===== src/rtl/hps_spi_pkg.sv =====
// Shared definitions for the HPS-to-fabric SPI configuration slave.
package hps_spi_pkg;

    localparam int FRAME_BITS = 16;
    localparam int RW_BIT     = 15;
    localparam int CNT_W      = 4;

    typedef enum logic [2:0] {
        IDLE,
        CMD,
        RD,
        WR,
        DONE
    } state_e;

endpackage


===== src/rtl/hps_spi_sync.sv =====
// Multi-flop synchronizer for one asynchronous SPI pad, plus an edge detector
// producing single-cycle rise/fall pulses in the system clock domain.
module hps_spi_sync #(
    parameter int SYNC_STAGES = 2
) (
    input  logic clk_i,
    input  logic async_i,
    output logic level_o,
    output logic rise_o,
    output logic fall_o
);

    logic [SYNC_STAGES-1:0] sync_q;
    logic                   edge_q;

    // NOTE: these flops are deliberately not reset; they keep tracking the pad
    // through RST so a pad that is already low cannot fake an edge on release.
    always_ff @(posedge clk_i) begin
        sync_q[0] <= async_i;
        for (int i = 1; i < SYNC_STAGES; i++) begin
            sync_q[i] <= sync_q[i-1];
        end
        edge_q <= sync_q[SYNC_STAGES-1];
    end

    assign level_o = sync_q[SYNC_STAGES-1];
    assign rise_o  = sync_q[SYNC_STAGES-1] & ~edge_q;
    assign fall_o  = ~sync_q[SYNC_STAGES-1] & edge_q;

endmodule


===== src/rtl/hps_spi_cfg_slave.sv =====
// SPI mode-0 slave decoding 16-bit register frames (R/W, address, data) from
// the HPS into a single-cycle register bus for the camera configuration file.
module hps_spi_cfg_slave
    import hps_spi_pkg::*;
#(
    parameter int ADDR_W      = 7,
    parameter int DATA_W      = 8,
    parameter int SYNC_STAGES = 2
) (
    input  logic              CLK,
    input  logic              RST,
    input  logic              SPIM_CLK,
    input  logic              SPIM_SS,
    input  logic              SPIM_MOSI,
    output logic              SPIM_MISO,
    output logic              SPIM_MISO_OE,
    output logic [ADDR_W-1:0] REG_ADDR,
    output logic [DATA_W-1:0] REG_WDATA,
    output logic              REG_WE,
    output logic              REG_RE,
    input  logic [DATA_W-1:0] REG_RDATA,
    output logic              FRAME_ERR
);

    localparam logic [CNT_W-1:0] LAST_CMD_CNT = CNT_W'(FRAME_BITS - DATA_W - 1);
    localparam logic [CNT_W-1:0] LAST_BIT_CNT = CNT_W'(FRAME_BITS - 1);
    localparam int               RW_POS       = RW_BIT - DATA_W;

    logic sclk_lvl, sclk_rise, sclk_fall;
    logic ss_lvl, ss_rise, ss_fall;
    logic mosi_lvl, mosi_rise, mosi_fall;

    hps_spi_sync #(.SYNC_STAGES(SYNC_STAGES)) u_sync_sclk (
        .clk_i   (CLK),
        .async_i (SPIM_CLK),
        .level_o (sclk_lvl),
        .rise_o  (sclk_rise),
        .fall_o  (sclk_fall)
    );

    hps_spi_sync #(.SYNC_STAGES(SYNC_STAGES)) u_sync_ss (
        .clk_i   (CLK),
        .async_i (SPIM_SS),
        .level_o (ss_lvl),
        .rise_o  (ss_rise),
        .fall_o  (ss_fall)
    );

    hps_spi_sync #(.SYNC_STAGES(SYNC_STAGES)) u_sync_mosi (
        .clk_i   (CLK),
        .async_i (SPIM_MOSI),
        .level_o (mosi_lvl),
        .rise_o  (mosi_rise),
        .fall_o  (mosi_fall)
    );

    state_e                state_q, state_d;
    logic [CNT_W-1:0]      cnt_q, cnt_d;
    logic [FRAME_BITS-1:0] shift_q, shift_d, shift_in;
    logic [DATA_W-1:0]     tx_q, tx_d;
    logic                  miso_q, miso_d;
    logic                  oe_q;
    logic [ADDR_W-1:0]     addr_q, addr_d;
    logic [DATA_W-1:0]     wdata_q, wdata_d;
    logic                  we_q, we_d;
    logic                  re_q, re_d;
    logic                  rd_cap_q;
    logic                  err_q, err_d;
    logic                  frame_last;
    logic                  unused_sigs;

    assign shift_in    = {shift_q[FRAME_BITS-2:0], mosi_lvl};
    assign frame_last  = sclk_rise && (cnt_q == LAST_BIT_CNT);
    assign unused_sigs = ^{sclk_lvl, mosi_rise, mosi_fall, shift_q[FRAME_BITS-1]};

    // NOTE: every next-state signal takes its hold value first, so no path
    // through the case statement can leave one unassigned and infer a latch.
    always_comb begin
        state_d = state_q;
        cnt_d   = cnt_q;
        shift_d = shift_q;
        tx_d    = tx_q;
        miso_d  = miso_q;
        addr_d  = addr_q;
        wdata_d = wdata_q;
        we_d    = 1'b0;
        re_d    = 1'b0;
        err_d   = err_q;

        unique case (state_q)
            IDLE: begin
                miso_d = 1'b0;
                if (ss_fall) begin
                    state_d = CMD;
                    cnt_d   = '0;
                    err_d   = 1'b0;
                end
            end
            CMD: begin
                miso_d = 1'b0;
                if (sclk_rise) begin
                    shift_d = shift_in;
                    cnt_d   = cnt_q + 1'b1;
                    if (cnt_q == LAST_CMD_CNT) begin
                        addr_d = shift_in[ADDR_W-1:0];
                        if (shift_in[RW_POS]) begin
                            state_d = WR;
                        end else begin
                            re_d    = 1'b1;
                            state_d = RD;
                        end
                    end
                end
                if (ss_rise) begin
                    state_d = IDLE;
                    err_d   = 1'b1;
                    re_d    = 1'b0;
                end
            end
            RD: begin
                if (rd_cap_q) begin
                    tx_d = REG_RDATA;
                end
                // The first fall seen here is the 8th, so bit 7 leads.
                if (sclk_fall) begin
                    miso_d = tx_q[DATA_W-1];
                    tx_d   = {tx_q[DATA_W-2:0], 1'b0};
                end
                if (sclk_rise) begin
                    shift_d = shift_in;
                    cnt_d   = cnt_q + 1'b1;
                    if (frame_last) begin
                        state_d = DONE;
                        miso_d  = 1'b0;
                    end
                end
                if (ss_rise) begin
                    state_d = IDLE;
                    miso_d  = 1'b0;
                    if (!frame_last) begin
                        err_d = 1'b1;
                    end
                end
            end
            WR: begin
                if (sclk_rise) begin
                    shift_d = shift_in;
                    cnt_d   = cnt_q + 1'b1;
                    if (frame_last) begin
                        wdata_d = shift_in[DATA_W-1:0];
                        we_d    = 1'b1;
                        state_d = DONE;
                    end
                end
                if (ss_rise) begin
                    state_d = IDLE;
                    if (!frame_last) begin
                        err_d = 1'b1;
                    end
                end
            end
            DONE: begin
                miso_d = 1'b0;
                if (ss_rise) begin
                    state_d = IDLE;
                end
            end
            default: begin
                state_d = IDLE;
            end
        endcase
    end

    always_ff @(posedge CLK) begin
        if (RST) begin
            state_q  <= IDLE;
            cnt_q    <= '0;
            shift_q  <= '0;
            tx_q     <= '0;
            miso_q   <= 1'b0;
            oe_q     <= 1'b0;
            addr_q   <= '0;
            wdata_q  <= '0;
            we_q     <= 1'b0;
            re_q     <= 1'b0;
            rd_cap_q <= 1'b0;
            err_q    <= 1'b0;
        end else begin
            state_q  <= state_d;
            cnt_q    <= cnt_d;
            shift_q  <= shift_d;
            tx_q     <= tx_d;
            miso_q   <= miso_d;
            oe_q     <= ~ss_lvl;
            addr_q   <= addr_d;
            wdata_q  <= wdata_d;
            we_q     <= we_d;
            re_q     <= re_d;
            rd_cap_q <= re_q;
            err_q    <= err_d;
        end
    end

    assign SPIM_MISO    = miso_q;
    assign SPIM_MISO_OE = oe_q;
    assign REG_ADDR     = addr_q;
    assign REG_WDATA    = wdata_q;
    assign REG_WE       = we_q;
    assign REG_RE       = re_q;
    assign FRAME_ERR    = err_q;

endmodule

===== config.mk =====
export PLATFORM = sky130hd
export DESIGN_NAME = hps_spi_cfg_slave
export DESIGN_NICKNAME = d
export VERILOG_FILES = /design/src/rtl/hps_spi_pkg.sv /design/src/rtl/hps_spi_sync.sv /design/src/rtl/hps_spi_cfg_slave.sv
export SDC_FILE = /design/constraint.sdc
export NUM_CORES = 1
export LEC_CHECK = 0
export CAP_MARGIN = 10
export CORE_ASPECT_RATIO = 2
export CORE_UTILIZATION = 25
export CTS_CLUSTER_DIAMETER = 50
export DETAILED_ROUTE_END_ITERATION = 6
export DONT_BUFFER_PORTS = 1
export PLACE_DENSITY = 0.46
export SYNTH_ARGS = -nofsm -noshare
export SYNTH_HDL_FRONTEND = slang
export SYNTH_SLANG_ARGS = --single-unit

===== constraint.sdc =====
create_clock -name CLK -period 2.25 [get_ports CLK]
set_input_delay 0.5625 -clock CLK [delete_from_list [all_inputs] [get_ports CLK]]
set_output_delay 0.5625 -clock CLK [all_outputs]
set_load 0.005 [all_outputs]

==> results_dict.tcl, run 1 <==
set metrics [dict create \
    status "finished clean" \
    synth_area_per_cell_um2 10.54 \
    syn_inst 193 \
    finalCriticalPeriod_ns 1.812 \
    drt-wirelength-per-cell_um 14.98 \
    mostFrequentLayoutCells "dfxtp_1, nor2_1, mux2i_1" \
    grt-ovfl-total 0 \
    rrSetupSlack_ns 0.44 \
    hold_viol 0 \
    grt_max_degree 43 \
    die_h_um 129.6 \
    die-area_um2 8524 \
    antenna_found_initial 0 \
    ir_drop_mv 0.4118 \
    core_area_um2 7885 \
    die_w_um 65.79 \
    ys_seq_elements 51 \
    grt_pass1_vias 1331 \
    firstDrtPassIters 4 \
    cp.required_ns 2.44 \
    setup_viol 0 \
    powerDensity_nw_per_um2 806.7 \
    drt_iter0_markers 62 \
    cp_cell_sequence "ha_1, and4b_1, and4b_1, mux2i_1, nor2_1" \
    finalNonFillerCells 285 \
    clk_path_buf_depth 2 \
    ios 33 \
    ant_nets 0 \
    synth_edf_count 0 \
    synth_flop_cell "dfxtp_1" \
    ys_warn_count 0 \
    fin_skew_ns 0.005490 \
    r2r_start "cnt_q[0]" \
    clk-insertion-delay-late_ns 0.29 \
    cts-buffers-inserted 5 \
    htree_levels 2 \
    num_rows 46 \
    cts_tree "yes" \
    cts_setup_buffers 0 \
    cp-endpoint "REG_ADDR[4]" \
    drive_gt1_share_pct 11.64 \
    final_common_cell "dfxtp_1" \
    cts_hold_buf 0 \
    antenna_cells 0 \
    tns_ns 0 \
    worst_r2r_endpoint "REG_ADDR[4]" \
    endpoint_kind "flip-flop" \
    rsz0062_at_grt "false" \
    syn_nets 207 \
    critical_path.most_common_cell "and4b_1" \
    multi_input_area_um2 919.6 \
    start_util_pct 25.80 \
    ys_types 42 \
    cp_max_fo 8 \
    drc 0 \
    maxSlewViolCount 0 \
    clock_sinks 51 \
    place_inst 278 \
    p_leak_uw 0.0008459 \
    cp_slowest_cell "and4b_1" \
    worstMarginPinSlew_ns 0.6712 \
    track_usage_pct 10.92 \
    relSlewSlack_pct 55.11 \
    ff_latch_area_um2 1021 \
    crit_path_start "cnt_q[0]" \
    drv_cap 0 \
    port_buffers 0 \
    vias 1312 \
    yosysSeqAreaShare_pct 50.18 \
    fill_cells 818 \
    vias_per_cell 4.604 \
    routed_wl_um 4269 \
    max_clock_freq_mhz 551.9 \
    hpwlAfterDp_um 2931 \
    critical_path_class "flip-flop to flip-flop" \
    ctsResizeCount 0 \
    crit_path_start_kind "flip-flop" \
    fin_hold_ws_ns 0.2919 \
    area_growth_pct 9.656 \
    ys_async_sr_fraction_pct 0 \
    reg2regPathDepth 5 \
    grt_pass1_wl_um 6913 \
    synth_area_um2 2034 \
    min_period_over_period_pct 80.53 \
    hold_path_startpoint "SPIM_MOSI" \
    hp-class "input port to flip-flop" \
    gp_congestion 0.7854 \
    crit_arrival_ns 2.00 \
    cts.clk_slew.worst_paths_ns 0.07 \
    crit_path_max_incr_delay_ns 0.54 \
    root_buffer "clkbuf_16" \
    nets 203 \
]
-- metal layers --
layer  vias up  part of all wire, %  track usage, %
met4         0                  1.2           5.627
met1       619                   41           11.89
met2        27                   53           18.37
met3         4                  5.4           3.609
met5         -                    0               0
li1        662                    -               -
-- per-stage QoR --
step	worst slack, ns	power (uW)	util, %	instance area, um^2
finish	0.4380	1800	28.29	2231
global route	0.3172	1877	28.29	2231
CTS	0.4314	1820	28.29	2231
detailed placement	0.4413	1040	26.42	2083
global placement	0.4867	1040	26.42	2083
floorplan	0.7069	1037	-	2034
-- worst max-delay path: cells and delay by family, from the launching register on --
kind                       cells  cell delay [ns]
and+or+nand+nor                3             0.90
muxes                          1             0.24
adders and majority gates      1             0.20
DFF                            1             0.37
-- cell families (layout without fill, tap and decap cells) --
kind of cell / after synthesis / in the layout / share of synthesized area (%)
mux: 33 / 33 / 16.36
fa+ha+maj: 1 / 1 / 0.6149
flops: 51 / 51 / 50.18
simple gates: 66 / 66 / 17.59
buf+inv: 15 / 11 / 4.612
compound gates: 27 / 27 / 10.64
-- where the power goes --
part	internal [uW]	switching [uW]	leakage (uW)
combinational	37.0	39.8	0.000358
sequential	919	21.7	0.000414
clock	441	341	0.0000733
-- sequential cells by signal, indices dropped and copies added, names as in the netlist --
name,flops
tx_q,8
u_sync_sclk.edge_q,1
u_sync_ss.sync_q,2
SPIM_MISO_OE,1
REG_ADDR,7
REG_WDATA,8
shift_q,7
u_sync_sclk.sync_q,2
rd_cap_q,1
u_sync_ss.edge_q,1
FRAME_ERR,1
REG_RE,1
state_q,3
REG_WE,1
cnt_q,4
u_sync_mosi.sync_q,2
SPIM_MISO,1
-- area by class of cell --
class / count / share of cell area, %
Clock inverter: 1 / 0.3926
Sequential cell: 51 / 45.77
Clock buffer: 6 / 6.225
Tap cell: 96 / 5.384
Inverter: 2 / 0.3365
Timing Repair Buffer: 2 / 0.6730
Multi-Input combinational cell: 127 / 41.22
-- Yosys cell counts, drive strengths merged (2+ instances only) --
cell	number	area [um^2]
a211oi	11	115.1
a21oi	5	25.02
a22oi	2	15.01
and2	2	13.77
and2b	2	18.77
and4b	2	20.02
buf	9	71.31
clkbuf	4	15.01
dfxtp	51	1021
inv	2	7.510
mux2	2	22.52
mux2i	31	310.3
nand2b	3	33.79
nand3	3	15.01
nand4	2	12.51
nor2	38	142.6
nor2b	3	18.77
o21ai	4	20.02
or3	2	12.51
-- how the worst min path moves through the flow --
stage / cells after the start / slack, ns / end
floorplan: 0 / 0.31 / u_sync_mosi.sync_q[1]
global placement: 0 / 0.31 / u_sync_mosi.sync_q[1]
detailed placement: 0 / 0.31 / u_sync_ss.sync_q[1]
CTS: 0 / 0.28 / u_sync_mosi.sync_q[0]
global route: 0 / 0.27 / u_sync_mosi.sync_q[0]
finish: 0 / 0.29 / u_sync_mosi.sync_q[0]
No activity file was read; power rests on OpenSTA's default activity.
==> run 2, diff against run 1 <==
- clock period: 2.25 -> 1.9 ns (I/O delays scaled with it)
==> results_dict.tcl, run 2 (same netlist as run 1, synthesis figures left out) <==
set metrics [dict create \
    fin_skew_ns 0.004625 \
    endpoint_kind "flip-flop" \
    relSlewSlack_pct 65.06 \
    path_delay_family "compound AO/OA/AOI/OAI gates" \
    grt_pass1_vias 1353 \
    powerDensity_nw_per_um2 939.5 \
    routed_wl_um 4124 \
    path_buf_inv 0 \
    drt-wirelength-per-cell_um 14.17 \
    grt_use_met1_pct 11.91 \
    antenna_cells 0 \
    grt_busiest_layer "met2" \
    drt_iter0_markers 40 \
    cp_max_fo 6 \
    cp_cell_sequence "and2b_4, a211oi_1, a31oi_1, mux2_1" \
    start_util_pct 25.80 \
    drc 0 \
    report.power.total_uw 2136 \
    grt_max_degree 43 \
    fin_ws_ns 0.2265 \
    vias 1355 \
    grt-ovfl-total 0 \
    nets 208 \
    p_leak_uw 0.0008768 \
    tns_ns 0 \
    rsz0062_at_grt "false" \
    hp-class "input port to flip-flop" \
    cp_slowest_cell "a211oi_1" \
    clk-insertion-delay-late_ns 0.29 \
    mostFrequentLayoutCells "dfxtp_1, nor2_1, mux2i_1" \
    maxSlewViolCount 0 \
    antenna_found_initial 0 \
    drive_gt1_share_pct 14.36 \
    ir_drop_mv 0.3833 \
    grt_pass1_wl_um 6934 \
    min_period_over_period_pct 88.08 \
    finalCriticalPeriod_ns 1.673 \
    crit_path_max_incr_delay_ns 0.49 \
    clock_sinks 51 \
    hold_viol 0 \
    firstDrtPassIters 4 \
    cts-buffers-inserted 5 \
    critical_path_class "flip-flop to flip-flop" \
    cp.required_ns 2.08 \
    ios 33 \
    stdcell_area_um2 2273 \
    cts_tree "yes" \
    cts_hold_buf 0 \
    drv_cap 0 \
    cts.clk_slew.worst_paths_ns 0.07 \
    num_rows 46 \
    htree_levels 2 \
    grt_use_met3_pct 3.081 \
    placed_cell_area_um2 2121 \
    final_util_pct 28.83 \
    die_w_um 65.79 \
    port_buffers 0 \
    crit_path_start_kind "flip-flop" \
    die_h_um 129.6 \
    final_common_cell "dfxtp_1" \
    cts_setup_buffers 0 \
    core_area_um2 7885 \
    track_usage_pct 10.70 \
    area_growth_pct 11.75 \
    status "finished clean" \
    root_buffer "clkbuf_16" \
    ant_nets 0 \
    crit_arrival_ns 1.85 \
    gp_congestion 0.7669 \
    die-area_um2 8524 \
    max_clock_freq_mhz 597.6 \
    vias_per_cell 4.656 \
    setup_viol 0 \
    hpwlAfterDp_um 2928 \
    clk_path_buf_depth 2 \
    met2_usage_pct 17.95 \
    pre_cts_slack_ns 0.2498 \
    ctsResizeCount 0 \
    worstMarginPinSlew_ns 0.5210 \
]
==> run 2: changes by cell type in the layout (fill, tap and decap cells not counted), sizes merged <==
cell    before  now
buf          2    7
clkinv       0    1
==> run 2: worst paths after layout <==
check	to	depth (start not counted)	from	slack [ns]
setup / recovery	state_q[0]	4	u_sync_ss.sync_q[1]	0.23
hold / removal	u_sync_sclk.sync_q[0]	0	SPIM_CLK	0.20
setup reg to reg	state_q[0]	4	u_sync_ss.sync_q[1]	0.23
hold reg to reg	u_sync_ss.sync_q[1]	0	u_sync_ss.sync_q[0]	0.33
==> run 2: where the power goes <==
part           switching, uW  internal [uW]  total [uW]
clock                    399            527         925
combinational           53.8           48.5         102
sequential              19.8           1090        1110
==> run 2: metrics by stage <==
stage | hold WS [ns] | std cells
finish | 0.2045 | 291
global route | 0.1912 | 291
CTS | 0.1976 | 291
detailed placement | 0.3121 | 283
global placement | 0.3103 | 283
floorplan | 0.3096 | 193
==> run 2: metal layers <==
metal / vias to the layer above / share of wire (%)
met5: - / 0
met4: 0 / 2.7
met3: 8 / 5.7
met2: 30 / 53
met1: 641 / 39
li1: 676 / -
==> run 2: layout make-up <==
class                      count  area, um^2
timing repair buffer           7       52.55
sequential                    51        1021
inverter                       2       7.507
fill                         816        5612
clock buffer                   6       138.9
multi-input combinational    127       919.6
clock inverter                 2       13.76
tap                           96       120.1
==> run 2: worst register-to-register path: cells and delay by family, from the launching register on <==
| family | cells | cell delay [ns] |
|---|---|---|
| AO/OA/AOI/OAI | 2 | 0.67 |
| flip-flops | 1 | 0.36 |
| AND/OR/NAND/NOR | 1 | 0.21 |
| multiplexers | 1 | 0.33 |
==> run 3, diff against run 2 <==
- PLACE_DENSITY: 0.46 -> not set
- PLACE_DENSITY_LB_ADDON: not set -> 0.3
==> results_dict.tcl, run 3 (same netlist as run 1, synthesis figures left out) <==
set metrics [dict create \
    drc 0 \
    cts-buffers-inserted 5 \
    clk-insertion-delay-late_ns 0.29 \
    endpoint_kind "flip-flop" \
    ir_drop_mv 0.4197 \
    routed_wl_um 4055 \
    tns_ns 0 \
    root_buffer "clkbuf_16" \
    r2r_start "cnt_q[0]" \
    hold_path_depth 0 \
    combPwrFrac_pct 5.0 \
    status "finished clean" \
    grt_max_degree 43 \
    place_inst 282 \
    die-area_um2 8524 \
    rrSetupSlack_ns 0.23 \
    grt-ovfl-total 0 \
    firstDrtPassIters 4 \
    cts_tree "yes" \
    reg2regPathDepth 5 \
    met2_usage_pct 17.83 \
    rsz0062_at_grt "false" \
    hold_path_startpoint "SPIM_MOSI" \
    p_sw_uw 451.9 \
    drive_gt1_share_pct 13.47 \
    grt_pass1_wl_um 6389 \
    maxSlewViolCount 0 \
    mostFrequentLayoutCells "dfxtp_1, nor2_1, mux2i_1" \
    hold_viol 0 \
    fin_skew_ns 0.004833 \
    die_w_um 65.79 \
    cts_hold_buf 0 \
    pwr-share-clk_pct 41.5 \
    switching_share_pct 21.84 \
    port_buffers 0 \
    finalCriticalPeriod_ns 1.674 \
    crit_arrival_ns 1.85 \
    hpwlAfterDp_um 2924 \
    area_growth_pct 10.70 \
    placed_cell_area_um2 2113 \
    setup_viol 0 \
    drt_iter0_markers 30 \
    p_int_uw 1618 \
    ctsResizeCount 0 \
    htree_levels 2 \
    cp_max_fo 6 \
    max_clock_freq_mhz 597.3 \
    start_util_pct 25.80 \
    fill_cells 832 \
    stdcell_area_um2 2252 \
    drt-wirelength-per-cell_um 14.03 \
    critical_path_class "flip-flop to flip-flop" \
    grt_pass1_vias 1281 \
    gp_congestion 0.8086 \
    ios 33 \
    cts_setup_buffers 0 \
    crit_path_start_kind "flip-flop" \
    p_leak_uw 0.0008638 \
    final_common_cell "dfxtp_1" \
    die_h_um 129.6 \
    clock_sinks 51 \
    num_rows 46 \
    cts.clk_slew.worst_paths_ns 0.07 \
    grt_use_met1_pct 9.908 \
    antenna_cells 0 \
    nets 207 \
    powerDensity_nw_per_um2 919.0 \
    final_util_pct 28.56 \
    report.power.total_uw 2070 \
    grt_busiest_layer "met2" \
    ant_nets 0 \
    antenna_found_initial 0 \
    track_usage_pct 10.05 \
    vias_per_cell 4.664 \
    hp-class "input port to flip-flop" \
    drv_cap 0 \
    min_period_over_period_pct 88.12 \
    grt_use_met3_pct 3.521 \
    core_area_um2 7885 \
    cp.required_ns 2.07 \
    relSlewSlack_pct 72.24 \
    vias 1348 \
    worstMarginPinSlew_ns 0.4164 \
    finalNonFillerCells 289 \
    holdPathEnd "u_sync_mosi.sync_q[0]" \
    p_seq_share_pct 53.5 \
    clk_path_buf_depth 2 \
    worst_r2r_endpoint "state_q[0]" \
]
run 3: changes by cell type in the layout (fill, tap and decap cells not counted), sizes merged:
| cell | before | now |
|---|---|---|
| inv | 3 | 2 |
| clkbuf | 6 | 5 |
| clkinv | 1 | 2 |
| buf | 7 | 6 |
run 3: through the flow:
stage                     hold slack [ns]  worst slack, ns
after floorplan                    0.3096           0.3569
after global placement             0.3120           0.3084
after CTS                          0.1995           0.2249
after global routing               0.1912           0.1193
after detailed placement           0.3121           0.2493
final                              0.2047           0.2257
run 3: power groups by stage:
stage          clock network (uW)  logic, uW  registers, uW
2_1_floorplan                   0        106           1120
3_3_place_gp                    0        105           1130
3_5_place_dp                    0        105           1130
4_1_cts                       891        105           1110
5_1_grt                       931        115           1110
6_report                      859        104           1110
run 3: routing by layer:
metal	routed length (um)	vias up	part of all wire, %
li1	-	676	-
met5	0	-	0
met2	2185	30	54
met1	1546	635	38
met3	229	7	5.6
met4	94	0	2.3
run 3: layout make-up:
type,count,area [um^2],area share [%]
Sequential cell,51,1021,45.33
Multi-Input combinational cell,127,919.6,40.83
Clock buffer,5,125.1,5.556
Tap cell,96,120.1,5.333
Timing Repair Buffer,6,45.04,2.000
Clock inverter,2,13.76,0.6111
Inverter,2,7.507,0.3333
run 3: how the worst max path moves through the flow:
stage / from / cells after the start / end / slack (ns)
floorplan: cnt_q[0] / 6 / state_q[0] / 0.36
global placement: cnt_q[0] / 5 / state_q[0] / 0.31
detailed placement: cnt_q[0] / 6 / REG_ADDR[6] / 0.25
CTS: cnt_q[0] / 6 / REG_ADDR[6] / 0.22
global route: cnt_q[0] / 5 / state_q[0] / 0.12
finish: cnt_q[0] / 5 / state_q[0] / 0.23
run 3: critical path, cell delays in order, from the launching register on:
cell and delay, ns:
dfxtp_1 0.37, ha_1 0.20, and4b_1 0.32, nand3b_1 0.16, a31oi_1 0.17, mux2_1 0.34
